### src/rtl/sse_mode_select_pkg.sv
// -----------------------------------------------------------------------------
// mode_select_pkg
// Shared definitions for the SSE-based mode selector (sse_mode_select).
//   - state_e        : controller states (IDLE / COLLECT / FLUSH)
//   - COST_MAX       : all-ones cost at the default cost width, used as the
//                      "nothing seen yet" running minimum
//   - *_DEF          : default NUM_MODES / MODE_W / COST_W for the top
// Optional feature macro used by the block: SSE_MODE_SELECT_RD_COST_EN
// -----------------------------------------------------------------------------
package mode_select_pkg;

  localparam int NUM_MODES_DEF = 10;
  localparam int MODE_W_DEF    = 4;
  localparam int COST_W_DEF    = 32;

  localparam logic [COST_W_DEF-1:0] COST_MAX = '1;

  typedef enum logic [1:0] {
    IDLE    = 2'd0,
    COLLECT = 2'd1,
    FLUSH   = 2'd2
  } state_e;

endpackage

### src/rtl/sse_mode_select_cost_calc.sv
// -----------------------------------------------------------------------------
// sse_cost_calc
// First pipeline stage of the mode selector: turns one candidate's SSE into a
// cost and registers it together with its mode index and a valid flag.
//   SSE_MODE_SELECT_RD_COST_EN defined : cost = sse_in + lambda_in*bits_in,
//                                        saturating at all-ones
//   not defined                        : cost = sse_in
// Ports
//   clk, rst_n        clock / asynchronous active-low reset
//   in_valid          sample accepted this cycle (already qualified by the top)
//   idx_in            mode index of the sample
//   sse_in            SSE of the sample
//   bits_in           header bits of the sample
//   lambda_in         rate weight held for the current search
//   cost_q/idx_q/v_q  registered cost, index and valid
// -----------------------------------------------------------------------------
module sse_cost_calc #(
  parameter int MODE_W = 4,
  parameter int COST_W = 32
) (
  input  logic              clk,
  input  logic              rst_n,
  input  logic              in_valid,
  input  logic [MODE_W-1:0] idx_in,
  input  logic [COST_W-1:0] sse_in,
  input  logic [7:0]        bits_in,
  input  logic [15:0]       lambda_in,
  output logic [COST_W-1:0] cost_q,
  output logic [MODE_W-1:0] idx_q,
  output logic              v_q
);

  logic [COST_W-1:0] cost_d;
  logic [MODE_W-1:0] idx_d;
  logic              v_d;

`ifdef SSE_MODE_SELECT_RD_COST_EN
  logic [23:0]       rate;
  logic [COST_W:0]   sum;

  always_comb begin
    rate   = {8'd0, lambda_in} * {16'd0, bits_in};
    // One extra bit catches the carry out so we can clamp instead of wrapping.
    sum    = {1'b0, sse_in} + (COST_W+1)'(rate);
    cost_d = sum[COST_W] ? '1 : sum[COST_W-1:0];
  end
`else
  logic unused_rate;
  assign unused_rate = ^{bits_in, lambda_in};

  always_comb begin
    cost_d = sse_in;
  end
`endif

  always_comb begin
    idx_d = idx_in;
    v_d   = in_valid;
  end

  always_ff @(posedge clk or negedge rst_n) begin
    if (!rst_n) begin
      cost_q <= '0;
      idx_q  <= '0;
      v_q    <= 1'b0;
    end else begin
      cost_q <= cost_d;
      idx_q  <= idx_d;
      v_q    <= v_d;
    end
  end

endmodule

### src/rtl/sse_mode_select.sv
// -----------------------------------------------------------------------------
// sse_mode_select
// Collects one SSE per candidate mode (modes arrive in order 0..NUM_MODES-1),
// turns each into a cost, tracks the running minimum and reports the winner.
// Pipeline: S1 (sse_cost_calc) registers cost/index/valid, S2 compares against
// the running minimum. With the last sample in cycle T, best_mode/best_cost
// load at the end of cycle T+1 and done is high during cycle T+2.
// Optional feature macro: SSE_MODE_SELECT_RD_COST_EN (rate-weighted cost;
// lambda is captured on start). Without it lambda and bits_in are ignored.
// Ports
//   clk, rst_n   clock / asynchronous active-low reset
//   start        1-cycle pulse, (re)starts a search from any state
//   sse_in       SSE of current candidate;  sse_valid qualifies sse_in/bits_in
//   lambda       rate weight (sampled on start)
//   bits_in      header bits of current candidate
//   busy         search in progress
//   best_mode    index of the minimum-cost candidate (holds until next done)
//   best_cost    cost of best_mode (holds until next done)
//   done         1-cycle pulse when best_mode/best_cost are fresh
// -----------------------------------------------------------------------------
module sse_mode_select
  import mode_select_pkg::*;
#(
  parameter int NUM_MODES = NUM_MODES_DEF,
  parameter int MODE_W    = MODE_W_DEF,
  parameter int COST_W    = COST_W_DEF
) (
  input  logic              clk,
  input  logic              rst_n,
  input  logic              start,
  input  logic [COST_W-1:0] sse_in,
  input  logic              sse_valid,
  input  logic [15:0]       lambda,
  input  logic [7:0]        bits_in,
  output logic              busy,
  output logic [MODE_W-1:0] best_mode,
  output logic [COST_W-1:0] best_cost,
  output logic              done
);

  localparam logic [MODE_W-1:0] LAST_IDX = MODE_W'(NUM_MODES - 1);

  state_e            state_q, state_d;
  logic [MODE_W-1:0] count_q, count_d;
  logic [COST_W-1:0] run_min_q, run_min_d;
  logic [MODE_W-1:0] run_idx_q, run_idx_d;
  logic [MODE_W-1:0] best_mode_q, best_mode_d;
  logic [COST_W-1:0] best_cost_q, best_cost_d;
  logic              done_q, done_d;
  logic              accept;

  logic [COST_W-1:0] cost_q;
  logic [MODE_W-1:0] idx_q;
  logic              v_q;

  logic [15:0]       lambda_q;

`ifdef SSE_MODE_SELECT_RD_COST_EN
  logic [15:0] lambda_d;

  always_comb begin
    lambda_d = start ? lambda : lambda_q;
  end

  always_ff @(posedge clk or negedge rst_n) begin
    if (!rst_n) begin
      lambda_q <= '0;
    end else begin
      lambda_q <= lambda_d;
    end
  end
`else
  logic unused_lambda;
  assign unused_lambda = ^lambda;
  assign lambda_q      = '0;
`endif

  // A sample is taken only while collecting; a coincident start wins.
  assign accept = (state_q == COLLECT) && sse_valid && !start;

  sse_cost_calc #(
    .MODE_W (MODE_W),
    .COST_W (COST_W)
  ) u_cost_calc (
    .clk       (clk),
    .rst_n     (rst_n),
    .in_valid  (accept),
    .idx_in    (count_q),
    .sse_in    (sse_in),
    .bits_in   (bits_in),
    .lambda_in (lambda_q),
    .cost_q    (cost_q),
    .idx_q     (idx_q),
    .v_q       (v_q)
  );

  always_comb begin
    state_d     = state_q;
    count_d     = count_q;
    run_min_d   = run_min_q;
    run_idx_d   = run_idx_q;
    best_mode_d = best_mode_q;
    best_cost_d = best_cost_q;
    done_d      = 1'b0;

    // S2: strict compare, so on a tie the earlier (lower) index is kept.
    if (v_q && (cost_q < run_min_q)) begin
      run_min_d = cost_q;
      run_idx_d = idx_q;
    end

    unique case (state_q)
      IDLE: ;
      COLLECT: begin
        if (accept) begin
          if (count_q == LAST_IDX) begin
            state_d = FLUSH;
          end else begin
            count_d = count_q + 1'b1;
          end
        end
      end
      FLUSH: begin
        // Stay through the done cycle so busy covers it, then go idle.
        if (done_q) begin
          state_d = IDLE;
        end else if (v_q) begin
          // The only sample in S1 during FLUSH is the last candidate; the
          // result uses the minimum already updated with it.
          done_d      = 1'b1;
          best_mode_d = run_idx_d;
          best_cost_d = run_min_d;
        end
      end
      default: state_d = IDLE;
    endcase

    // Restart from any state; a sample still in S1 is abandoned.
    if (start) begin
      state_d     = COLLECT;
      count_d     = '0;
      run_min_d   = '1;
      run_idx_d   = '0;
      best_mode_d = best_mode_q;
      best_cost_d = best_cost_q;
      done_d      = 1'b0;
    end
  end

  always_ff @(posedge clk or negedge rst_n) begin
    if (!rst_n) begin
      state_q     <= IDLE;
      count_q     <= '0;
      run_min_q   <= '1;
      run_idx_q   <= '0;
      best_mode_q <= '0;
      best_cost_q <= '0;
      done_q      <= 1'b0;
    end else begin
      state_q     <= state_d;
      count_q     <= count_d;
      run_min_q   <= run_min_d;
      run_idx_q   <= run_idx_d;
      best_mode_q <= best_mode_d;
      best_cost_q <= best_cost_d;
      done_q      <= done_d;
    end
  end

  assign busy      = (state_q != IDLE);
  assign best_mode = best_mode_q;
  assign best_cost = best_cost_q;
  assign done      = done_q;

endmodule

### config.mk
export PLATFORM = sky130hd
export DESIGN_NAME = sse_mode_select
export DESIGN_NICKNAME = d
export VERILOG_FILES = /design/src/rtl/sse_mode_select_pkg.sv /design/src/rtl/sse_mode_select_cost_calc.sv /design/src/rtl/sse_mode_select.sv
export SDC_FILE = /design/constraint.sdc
export NUM_CORES = 1
export LEC_CHECK = 0
export BUFFER_PORTS_ARGS = -buffer_cell sky130_fd_sc_hd__buf_4
export CAP_MARGIN = 20
export CORE_MARGIN = 1
export CORE_UTILIZATION = 50
export CTS_CLUSTER_DIAMETER = 30
export DETAILED_ROUTE_END_ITERATION = 10
export GPL_ROUTABILITY_DRIVEN = 0
export PLACE_DENSITY = 0.74
export SETUP_SLACK_MARGIN = 0.2
export SYNTH_ARGS = -nofsm -noshare
export SYNTH_HDL_FRONTEND = slang
export SYNTH_SLANG_ARGS = --single-unit
### constraint.sdc
create_clock -name clk -period 2 [get_ports clk]
set_input_delay 0 -clock clk [delete_from_list [all_inputs] [get_ports clk]]
set_output_delay 0 -clock clk [all_outputs]
set_load 0.05 [all_outputs]
; ---- Word level (Yosys, flattened, before mapping)
; Index checks and enable logic that the tools add are counted.
[word_totals]
ff_bits = 116
inputBits = 60
output_inout_bits = 38
[classes]
addsub = 1
magnitude_cmp = 1
n_eq_ne = 8
muxes = 17
bitwise_logic = 2
reduce_logical = 11
[ops]
columns = op, count
row1 = 32-bit two-way mux, 2
row2 = 32-bit < comparator, 1
row3 = 4-bit two-way mux, 6
row4 = 2-bit two-way mux, 4
row5 = 4-bit AND reduction, 2
row6 = "3-bit by 2-bit inequality test with 1-bit output, second input constant", 2
row7 = 2-bit one-hot mux with 3 select lines, 1
row8 = 2-bit nonzero test, 3
row9 = "4-bit by 1-bit adder with 4-bit output, second input constant", 1
row10 = "4-bit equality test, second input constant", 1
row11 = 1-bit two-way mux, 4
row12 = "2-bit inequality test, second input constant", 2
row13 = 1-bit logical AND, 3
row14 = "3-bit inequality test, second input constant", 1
row15 = 3-bit AND reduction, 1
row16 = "2-bit by 1-bit equality test with 1-bit output, second input constant", 1
row17 = "2-bit equality test, second input constant", 1
row18 = 2-bit logical NOT, 1
row19 = 1-bit NOT, 2
row20 = 1-bit logical NOT, 1

; ---- Depth between registers and ports, before layout
; Gate-level depths: netlist of run 1.
[depth]
depth_word = 6
depth_mapped = 10
mapped_depth_nobuf = 8

; ---- Modules after synthesis
; From an unflattened synthesis of run 1, not the netlist that was laid out.
[hier_totals]
hier_cells = 518
area_unflattened_um2 = 6100.9
[modules_own_cells]
columns = mod, n_inst, cells_each, area_per_inst_um2, seq_area_each_um2
row1 = sse_mode_select, 1, 481, 5175.0, 2016.9
row2 = sse_cost_calc, 1, 37, 925.9, 925.9

; ---- Worst setup path after synthesis of run 1
; Ideal clock, no wire load.
[synth_timing]
path_kind = register -> register
start = register run_min_q[27]
end = register best_cost_q[12], in the netlist best_cost[12]
t_arrival_ps = 2070
slack_ps = -208
path_stages_with_launch = 10
n_path_buf = 1
period_less_slack_ps = 2208
cell_sequence = dfstp_2 inv_1 ha_1 a21oi_1 o21ai_1 a221oi_2 o21ai_2 buf_6 o31ai_1 a31oi_1
[synth_via]
elab_chain_cells = 3
[synth_rtl]
columns = item, line_no
row1 = "start, declared", sse_mode_select.sv:45  ; logic [COST_W-1:0] run_min_q, run_min_d;
row2 = "start signal, assigned", sse_mode_select.sv:162  ; run_min_q <= run_min_d;
row3 = 32-bit < comparator, sse_mode_select.sv:107  ; if (v_q && (cost_q < run_min_q)) begin
row4 = 1-bit logical AND, sse_mode_select.sv:107
row5 = 32-bit two-way mux, sse_mode_select.sv:107
row6 = "end signal, assigned", sse_mode_select.sv:165  ; best_cost_q <= best_cost_d;
row7 = "end, declared", sse_mode_select.sv:48  ; logic [COST_W-1:0] best_cost_q, best_cost_d;
; Every way passes these cells.
; A chain may end at the register's enable or synchronous reset.

; ---- Worst setup path in the final report of run 1
[layout_timing]
start = register run_min_q[26]
end = register best_cost_q[8], in the netlist best_cost[8]
; The elaborated chain is that of the path after synthesis.

==> reports/results.ini, run 1 <==
[synth]
ys_types=38
async_flop_share_pct=100
yosysWarnings=0
synth-main-ff-cell=dfrtp_1
synth_top_area_cell=dfrtp_1
syn_inst=473
syn-cell-area_um2=5290
synth_top_area_share_pct=39.7
synth-edff-count=0
synth-seq-area-share_pct=55.6
syn_area_per_cell_um2=11.2
synthesis.nets=566
ys_ff_latch=116
synth.area.top_cells=dfrtp_1 40%, dfstp_2 16%, ha_1 7.8%

[worst_setup_path]
r2r_end=best_cost[8]
critPathArrivalTime_ps=2970
crit_family=compound AO/OA/AOI/OAI gates
crit_type=reg2reg
worstPathCellList=inv_1 > ha_1 > a21oi_1 > o21ai_2 > a221oi_4 > o21ai_4 > buf_12 > clkbuf_16 > o31ai_2 > a31oi_1
start_kind=register
crit_end=best_cost[8]
ff2ff_setup_slack_ps=-580
critPathRequiredTime_ps=2380
crit_path_top_delay_cell=dfstp_2
endpoint_kind=register
rr_startpoint=run_min_q[26]
worst_path_largest_cell_delay_ps=550
crit_cells=10
r2r_cells=10
cp.buffers_inverters=3
worstPathMaxFanout=4
startpoint=run_min_q[26]

[timing]
finalMaxSlewViolations=0
final.period_utilization_pct=129
finalHoldViolations=0
rsz0062_at_grt=true
setup_viol_count_final=72
finalSetupTns_ps=-31900
tightest_slew_ps=744
max_slew_margin_pct=50.4
fmax_mhz=387
period_minus_slack_ps=2580
worst_slack_ps=-582
fin_skew_ps=10.4

[global_route]
grt_pass1_wl_mm=24.3
antenna_found_initial=0
overflow=0
first_global_vias=4877
grt_max_degree=56
grtUsageTotal_pct=28.9

[placement]
post-dp-hpwl_mm=8.60
placed_cells=705
place_area_um2=6550
pre_cts_slack_ps=-509
io_buffers=73

[job]
max_cap_violations=0

[power]
ir_worst_vdd_mv=0.760
leakagePower_nw=3.77
power_w=0.00694
powerDensity_nw_per_um2=847

[clock_tree]
clk_latency_ps=530
cts-root-buf=clkbuf_8
cts_htree_levels=4
cts.sinks=116
clockBufferDepth=2
cts_buffers=17
cts_tree=yes
clkTransAtPathRegs_ps=60

[detailed_routing]
vias=4729
wire_per_inst_um=21.0
avgViaCountPerCell=5.99
route.detailed.drc=0
firstDrtPassIters=5
ant_nets=0
finalWirelength_mm=16.6
drt-initial-drc-count=238

[floorplanning]
die_w_um=105
die_h_um=105
dieArea_um2=11000
io_pins=98
core_um2=10300
rows=37
start_util_pct=51.5

[min_path]
hold_class=in2async

[cells_and_area]
n_fill_cell=578
antenna_cells=0
nets=733
fin_cells=789
area_delta_synth_final_pct=54.8
fin_area_um2=8190
drive_gt1_share_pct=42.6

[run_status]
violations=setup timing
status=finished with violations

routing by layer:
metal | track usage, % | wire, um
met3 | 6.43 | 871
met5 | 0 | 0
met2 | 48.0 | 8610
met1 | 35.7 | 6550
met4 | 14.3 | 549
final cells by class:
| type | instances | area (um2) | area share, % |
|---|---|---|---|
| multi-input combinational | 291 | 2630 | 32.1 |
| tap | 136 | 170 | 2.08 |
| clock inverter | 9 | 198 | 2.41 |
| clock buffer | 23 | 467 | 5.70 |
| inverter | 33 | 124 | 1.51 |
| timing repair buffer | 181 | 1660 | 20.2 |
| sequential | 116 | 2940 | 35.9 |
sequential cells by signal (all words and copies together), names as in the netlist:
register	flops
done	1
run_idx_q	4
state_q	2
best_mode	4
u_cost_calc.cost_q	32
count_q	4
u_cost_calc.idx_q	4
run_min_q	32
best_cost	32
u_cost_calc.v_q	1
report_power, final:
group          leakage (nW)  internal [W]  switching (W)
sequential             1.43       0.00249      0.0000800
clock                 0.322       0.00237        0.00105
combinational          2.02      0.000496       0.000459
total                  3.77       0.00535        0.00159
kinds of logic after synthesis:
| logic type | after synthesis | share of synthesized area (%) |
|---|---|---|
| flops | 116 | 55.6 |
| compound gates | 107 | 14.7 |
| simple gates | 148 | 15.4 |
| fa+ha+maj | 33 | 7.80 |
| xor+xnor | 3 | 0.496 |
| buf+inv | 66 | 5.98 |
cell usage in the layout (no fill, tap or decap), drive strengths merged, types with 6 or more instances in the layout:
cell type      n
nand4         42
dlygate4sd3   36
nor2          46
clkbuf        25
buf          143
bufinv         6
a31oi         36
nand3b        32
nand2         15
dfrtp         84
ha            33
o31ai         36
inv           33
dfstp         32
a21oi         17
worst min-delay path by stage:
stage                           from                endpoint  slack [ps]  cells past startpoint
after global placement         rst_n            best_cost[4]         100                      1
after global routing      sse_in[17]  u_cost_calc.cost_q[17]         110                      2
after detailed placement       rst_n            best_cost[4]         110                      1
final                          rst_n            best_cost[9]          90                      2
after floorplan                rst_n            best_cost[0]        -300                      0
after CTS                      rst_n            best_cost[4]         110                      2
what timing repair did:
item	CTS	global route
hold buffers	36	0
setup buffers	3	9
endpoints found under the setup margin	72	72
resized for setup	40	25
pin swaps	23	23
endpoints found under the hold margin	127	0
cloned	2	2
Yosys cell counts, drive strengths merged, types with 2 or more instances:
| cell | instances |
|---|---|
| nor2 | 46 |
| o31ai | 36 |
| ha | 33 |
| a21oi | 17 |
| o21ai | 5 |
| dfrtp | 84 |
| nand3b | 32 |
| nor2b | 3 |
| nor3 | 2 |
| nand2 | 15 |
| o21a | 5 |
| buf | 14 |
| inv | 33 |
| and2 | 2 |
| nand2b | 2 |
| clkbuf | 19 |
| xor2 | 2 |
| dfstp | 32 |
| a31oi | 36 |
| a21o | 2 |
| a211oi | 2 |
| nand4 | 42 |
metrics by stage:
stage | hold slack [ps] | util (%)
6_report | 93.2 | 79.7
5_1_grt | 106 | 79.7
4_1_cts | 105 | 76.7
3_5_place_dp | 110 | 63.8
3_3_place_gp | 104 | 63.8
2_1_floorplan | -296 | -
Note: power is estimated with default switching activity, not from simulation.
==> run 2, diff against run 1 <==
--- a/config.mk
+++ b/config.mk
@@ -13,6 +13,7 @@
 export DETAILED_ROUTE_END_ITERATION = 10
 export GPL_ROUTABILITY_DRIVEN = 0
 export PLACE_DENSITY = 0.74
+export RECOVER_POWER = 50
 export SETUP_SLACK_MARGIN = 0.2
 export SYNTH_ARGS = -nofsm -noshare
 export SYNTH_HDL_FRONTEND = slang
==> run 2 against run 1 <==
  * The flow still finishes with violations (setup timing)
  * Cell count unchanged
  * Sequential cell count unchanged
  * Wire length down 0.11%
  * Global-route usage unchanged
  * Count of clock-buffer cells in the layout unchanged
  * Critical endpoint unchanged
  * Combinational power down 0.9%
  * Clock power about the same
  * Die area unchanged
==> reports/results.ini, run 2 (same netlist as run 1, synthesis figures left out) <==
[run_status]
status=finished with violations
violations=setup timing

[timing]
final.period_utilization_pct=130  ; +0.50 points
tightest_slew_ps=1420  ; +680 ps
worst_slack_ps=-592  ; -10.1 ps
rsz0062_at_grt=true
finalMaxSlewViolations=0  ; unchanged
fmax_mhz=386  ; -0.39%
fin_skew_ps=11.1  ; +0.757 ps
finalSetupTns_ps=-31900  ; -7.20 ps
max_slew_margin_pct=5.06  ; -45 points
period_minus_slack_ps=2590  ; +10.1 ps
setup_viol_count_final=72  ; unchanged
finalHoldViolations=0  ; unchanged

[worst_setup_path]
critPathRequiredTime_ps=2380  ; about the same
critPathArrivalTime_ps=2970  ; about the same
ff2ff_setup_slack_ps=-590  ; about the same
crit_path_top_delay_cell=dfstp_2
crit_top_cell=inv_2
crit_type=reg2reg
cp.buffers_inverters=4  ; +1
r2r_cells=10  ; unchanged
rr_startpoint=run_min_q[30]
start_kind=register
r2r_end=best_cost[8]
endpoint_kind=register
worstPathCellList=inv_2 > ha_4 > nand4_1 > inv_2 > a221oi_4 > o21ai_4 > buf_12 > clkbuf_16 > o31ai_2 > a31oi_1
crit_family=compound AO/OA/AOI/OAI gates
worstPathMaxFanout=4  ; unchanged
worst_path_largest_cell_delay_ps=530  ; -20 ps

[global_route]
overflow=0  ; unchanged
grt_pass1_wl_mm=24.3  ; unchanged
grt_max_degree=56  ; unchanged
antenna_found_initial=0  ; unchanged
first_global_vias=4877  ; unchanged
grtUsageTotal_pct=28.9  ; unchanged

[min_path]
worstHoldPathCells=2
min_to=u_cost_calc.cost_q[17]
hold_class=in2reg
hp-start=sse_in[17]

[power]
ir_worst_vdd_mv=0.759  ; about the same
power_w=0.00693  ; -0.23%
powerDensity_nw_per_um2=847  ; about the same
leakagePower_nw=3.76  ; -0.34%

[floorplanning]
die_w_um=105  ; unchanged
die_h_um=105  ; unchanged
io_pins=98  ; unchanged
dieArea_um2=11000  ; unchanged
core_um2=10300  ; unchanged
rows=37  ; unchanged
start_util_pct=51.5  ; unchanged

[clock_tree]
cts-root-buf=clkbuf_8
clk_latency_ps=530  ; about the same
clockBufferDepth=2  ; unchanged
cts_buffers=17  ; unchanged
clkTransAtPathRegs_ps=60  ; about the same
cts_tree=yes
cts.sinks=116  ; unchanged
cts_htree_levels=4  ; unchanged

[cells_and_area]
antenna_cells=0  ; unchanged
seq_area_um2=2940  ; unchanged
nets=733  ; unchanged
layout_common_cells=92 x buf_4, 84 x dfrtp_1, 46 x nor2_1
multi_input_area_um2=2630  ; unchanged
n_fill_cell=581  ; +0.52%
area_delta_synth_final_pct=54.4
final_common_cell=buf_4
fin_cells=789  ; unchanged
drive_gt1_share_pct=42.6  ; unchanged

[detailed_routing]
wire_per_inst_um=21.0  ; -0.11%
drt-initial-drc-count=273  ; +15%
route.detailed.drc=0  ; unchanged
firstDrtPassIters=5  ; unchanged
vias=4729  ; unchanged
avgViaCountPerCell=5.99  ; unchanged
finalWirelength_mm=16.6  ; -0.11%
ant_nets=0  ; unchanged

[job]
max_cap_violations=0  ; unchanged

[placement]
post-dp-hpwl_mm=8.60  ; unchanged
placed_cells=705  ; unchanged
io_buffers=73  ; unchanged

run 2: repair_timing:
item                       CTS  global route
hold endpoints to repair   127             0
pin swaps                   23            23
gates cloned                 2             2
setup endpoints to repair   72            72
hold buffers                36             0
resized for setup           40            25
buffers inserted             3             9
run 2: where the power goes:
group	total [W]	switching (W)	internal [W]
clock	0.00341	0.00104	0.00237
sequential	0.00257	0.0000801	0.00249
combinational	0.000946	0.000457	0.000489
total	0.00693	0.00158	0.00535
run 2: per-stage QoR:
step / setup WS, ps / util [%] / hold WS, ps / area [um2]
global route: -662 / 79.5 / 124 / 8180
CTS: -415 / 76.7 / 105 / 7890
global placement: -343 / 63.8 / 104 / 6550
finish: -592 / 79.5 / 134 / 8180
detailed placement: -509 / 63.8 / 110 / 6550
floorplan: -156 / - / -296 / 5550
run 2: metal layers:
layer	GRT usage, %	part of all wire, %	vias up
li1	-	-	2080
met1	35.7	39	2383
met2	48.0	52	213
met3	6.43	5.9	53
met4	14.3	3.2	0
met5	0	0	-
run 2: how the worst max path moves through the flow:
stage	depth (start not counted)	end	from	slack, ps
floorplan	9	best_cost[1]	run_min_q[29]	-160
global placement	10	best_cost[2]	run_min_q[2]	-340
detailed placement	9	best_cost[31]	run_min_q[18]	-510
CTS	10	best_cost[19]	run_min_q[17]	-410
global route	10	best_cost[8]	run_min_q[30]	-660
finish	10	best_cost[8]	run_min_q[30]	-590
run 2: layout make-up:
class,count,area share [%]
Clock buffer,23,5.71
Clock inverter,9,2.42
Inverter,33,1.52
Multi-Input combinational cell,291,32.2
Sequential cell,116,36.0
Tap cell,136,2.08
Timing Repair Buffer,181,20.1
==> run 3, diff against run 2 <==
--- a/config.mk
+++ b/config.mk
@@ -12,9 +12,10 @@
 export CTS_CLUSTER_DIAMETER = 30
 export DETAILED_ROUTE_END_ITERATION = 10
 export GPL_ROUTABILITY_DRIVEN = 0
-export PLACE_DENSITY = 0.74
+export PLACE_DENSITY = 0.73
 export RECOVER_POWER = 50
 export SETUP_SLACK_MARGIN = 0.2
 export SYNTH_ARGS = -nofsm -noshare
 export SYNTH_HDL_FRONTEND = slang
+export SYNTH_HIERARCHICAL = 1
 export SYNTH_SLANG_ARGS = --single-unit
==> run 3 against run 2 <==
  * The run still ends with setup timing left
  * Largest power group unchanged
  * Sequential power about the same
  * Critical path type unchanged
  * Synthesized area rose by 15%
  * Highest routed layer unchanged
  * Hold slack improved by 110 ps
  * Wire length increased by 26%
  * Die area grew 15%
  * Register-to-register slack is essentially flat
  * Via count increased by 16%
==> reports/results.ini, run 3 <==
[cells_and_area]
drive_gt1_share_pct=59.2  ; +17 points
area_delta_synth_final_pct=58.1
multi_input_area_um2=3650  ; +39%
layout_common_cells=103 x buf_4, 84 x dfrtp_1, 55 x a41oi_2
seq_area_um2=2940  ; unchanged
n_fill_cell=523  ; -10%
final_common_cell=buf_4
fin_cells=862  ; +9.3%
antenna_cells=0  ; unchanged
nets=799  ; +9.0%

[worst_setup_path]
critPathArrivalTime_ps=2920  ; -50 ps
rr_startpoint=run_min_q[15]
r2r_end=best_mode[0]
worstPathCellList=inv_1 > ha_1 > and4_1 > a221oi_2 > nand2b_2 > buf_12 > nand4_1 > a31oi_1
crit_path_top_delay_cell=dfstp_2
start_kind=register
worst_path_largest_cell_delay_ps=540  ; about the same
ff2ff_setup_slack_ps=-590  ; about the same
r2r_cells=8  ; -2
crit_type=reg2reg
worstPathMaxFanout=24  ; +20
endpoint_kind=register
critPathRequiredTime_ps=2330  ; -50 ps

[global_route]
grt_max_degree=49  ; -13%
antenna_found_initial=0  ; unchanged
grtUsageTotal_pct=27.9  ; -0.97 points
first_global_vias=5488  ; +13%
overflow=0  ; unchanged
grt_pass1_wl_mm=27.0  ; +11%

[clock_tree]
cts_tree=yes
cts.sinks=116  ; unchanged
cts_buffers=17  ; unchanged
clkTransAtPathRegs_ps=50  ; about the same
cts_htree_levels=4  ; unchanged
clockBufferDepth=2  ; unchanged
clk_latency_ps=430  ; -100 ps
cts-root-buf=clkbuf_16

[placement]
io_buffers=73  ; unchanged
pre_cts_slack_ps=-464  ; +45.2 ps
post-dp-hpwl_mm=10.1  ; +17%
placed_cells=773  ; +9.6%

[run_status]
violations=setup timing
status=finished with violations

[detailed_routing]
ant_nets=0  ; unchanged
route.detailed.drc=0  ; unchanged
drt-initial-drc-count=484  ; +77%
wire_per_inst_um=24.3  ; +16%
avgViaCountPerCell=6.35  ; +6.0%
finalWirelength_mm=20.9  ; +26%
firstDrtPassIters=5  ; unchanged
vias=5475  ; +16%

[timing]
finalMaxSlewViolations=0  ; unchanged
tightest_slew_ps=1020  ; -400 ps
setup_viol_count_final=72  ; unchanged
worst_slack_ps=-591  ; +1.54 ps
rsz0062_at_grt=true
period_minus_slack_ps=2590  ; -1.54 ps
final.period_utilization_pct=130  ; about the same
fin_skew_ps=8.84  ; -2.27 ps
fmax_mhz=386  ; about the same
max_slew_margin_pct=31.7  ; +27 points
finalHoldViolations=0  ; unchanged

[floorplanning]
die_h_um=112  ; +7.2%
rows=39  ; +5.4%
start_util_pct=52.3  ; +0.77 points
core_um2=11700  ; +13%
io_pins=98  ; unchanged
dieArea_um2=12600  ; +15%
die_w_um=112  ; +7.2%

[min_path]
min_to=done
hold_class=in2reg
hp-start=start
worstHoldPathCells=4  ; +2

[synth]
syn_area_per_cell_um2=11.8  ; +5.4%
syn_inst=517  ; +9.3%
syn-cell-area_um2=6100  ; +15%
yosysWarnings=6  ; +6
synthesis.nets=610  ; +7.8%

[power]
leakagePower_nw=4.12  ; +9.8%
ir_worst_vdd_mv=0.767  ; +0.99%
powerDensity_nw_per_um2=726  ; -14%

[job]
max_cap_violations=0  ; unchanged

-- run 3: metrics by stage --
stage | area, um2 | hold slack [ps] | util (%) | setup TNS, ps | power [W]
after detailed placement | 7390 | 20.5 | 63.4 | -27630 | 0.00339
after global routing | 9640 | 235 | 82.6 | -38010 | 0.00720
after global placement | 7390 | 10.8 | 63.4 | -23020 | 0.00336
final | 9640 | 239 | 82.6 | -34500 | 0.00700
after CTS | 8750 | 134 | 75.1 | -24220 | 0.00679
after floorplan | 6190 | -296 | - | -16040 | 0.00305
-- run 3: final cells by class --
type	count	share of cell area (%)
Multi-Input combinational cell	323	37.9
Inverter	34	1.32
Timing Repair Buffer	214	21.7
Tap cell	143	1.86
Clock buffer	23	5.17
Sequential cell	116	30.5
Clock inverter	9	1.53
-- run 3: how the worst max path moves through the flow --
stage | start | endpoint | slack (ps) | cells past startpoint
3_5_place_dp | run_min_q[31] | best_cost[25] | -460 | 8
5_1_grt | run_min_q[15] | best_mode[0] | -630 | 8
6_report | run_min_q[15] | best_mode[0] | -590 | 8
2_1_floorplan | run_min_q[2] | best_cost[10] | -260 | 10
4_1_cts | run_min_q[18] | best_cost[6] | -400 | 10
3_3_place_gp | run_min_q[31] | best_cost[25] | -380 | 8
-- run 3: repair_timing --
| action | CTS | global route |
|---|---|---|
| setup buffers | 5 | 8 |
| resized for setup | 50 | 109 |
| endpoints found under the hold margin | 76 | 0 |
| gates cloned | 2 | 8 |
| hold buffers | 34 | 0 |
| endpoints found under the setup margin | 72 | 72 |
| pin swaps | 10 | 91 |
-- run 3: per-layer routing --
metal	GRT usage (%)	up-vias	wire (um)
li1	-	2303	-
met1	31.8	2775	7850
met2	49.1	316	10800
met3	7.78	81	1430
met4	12.3	0	855
met5	0	-	0
-- run 3: worst max-delay path, delay by kind of cell, from the launching register on --
family                   cells  cell delay, ps
AO/OA/AOI/OAI                2             590
adder cells (fa/ha/maj)      1             350
buffers and inverters        2             300
flip-flops                   1             540
AND/OR/NAND/NOR              3             700
-- run 3: power breakdown --
part           internal (W)  total (W)  leakage [nW]  switching, W
combinational      0.000544    0.00109          2.38      0.000544
sequential          0.00248    0.00259          1.43      0.000103
clock               0.00224    0.00333         0.319       0.00109
total               0.00527    0.00700          4.12       0.00173
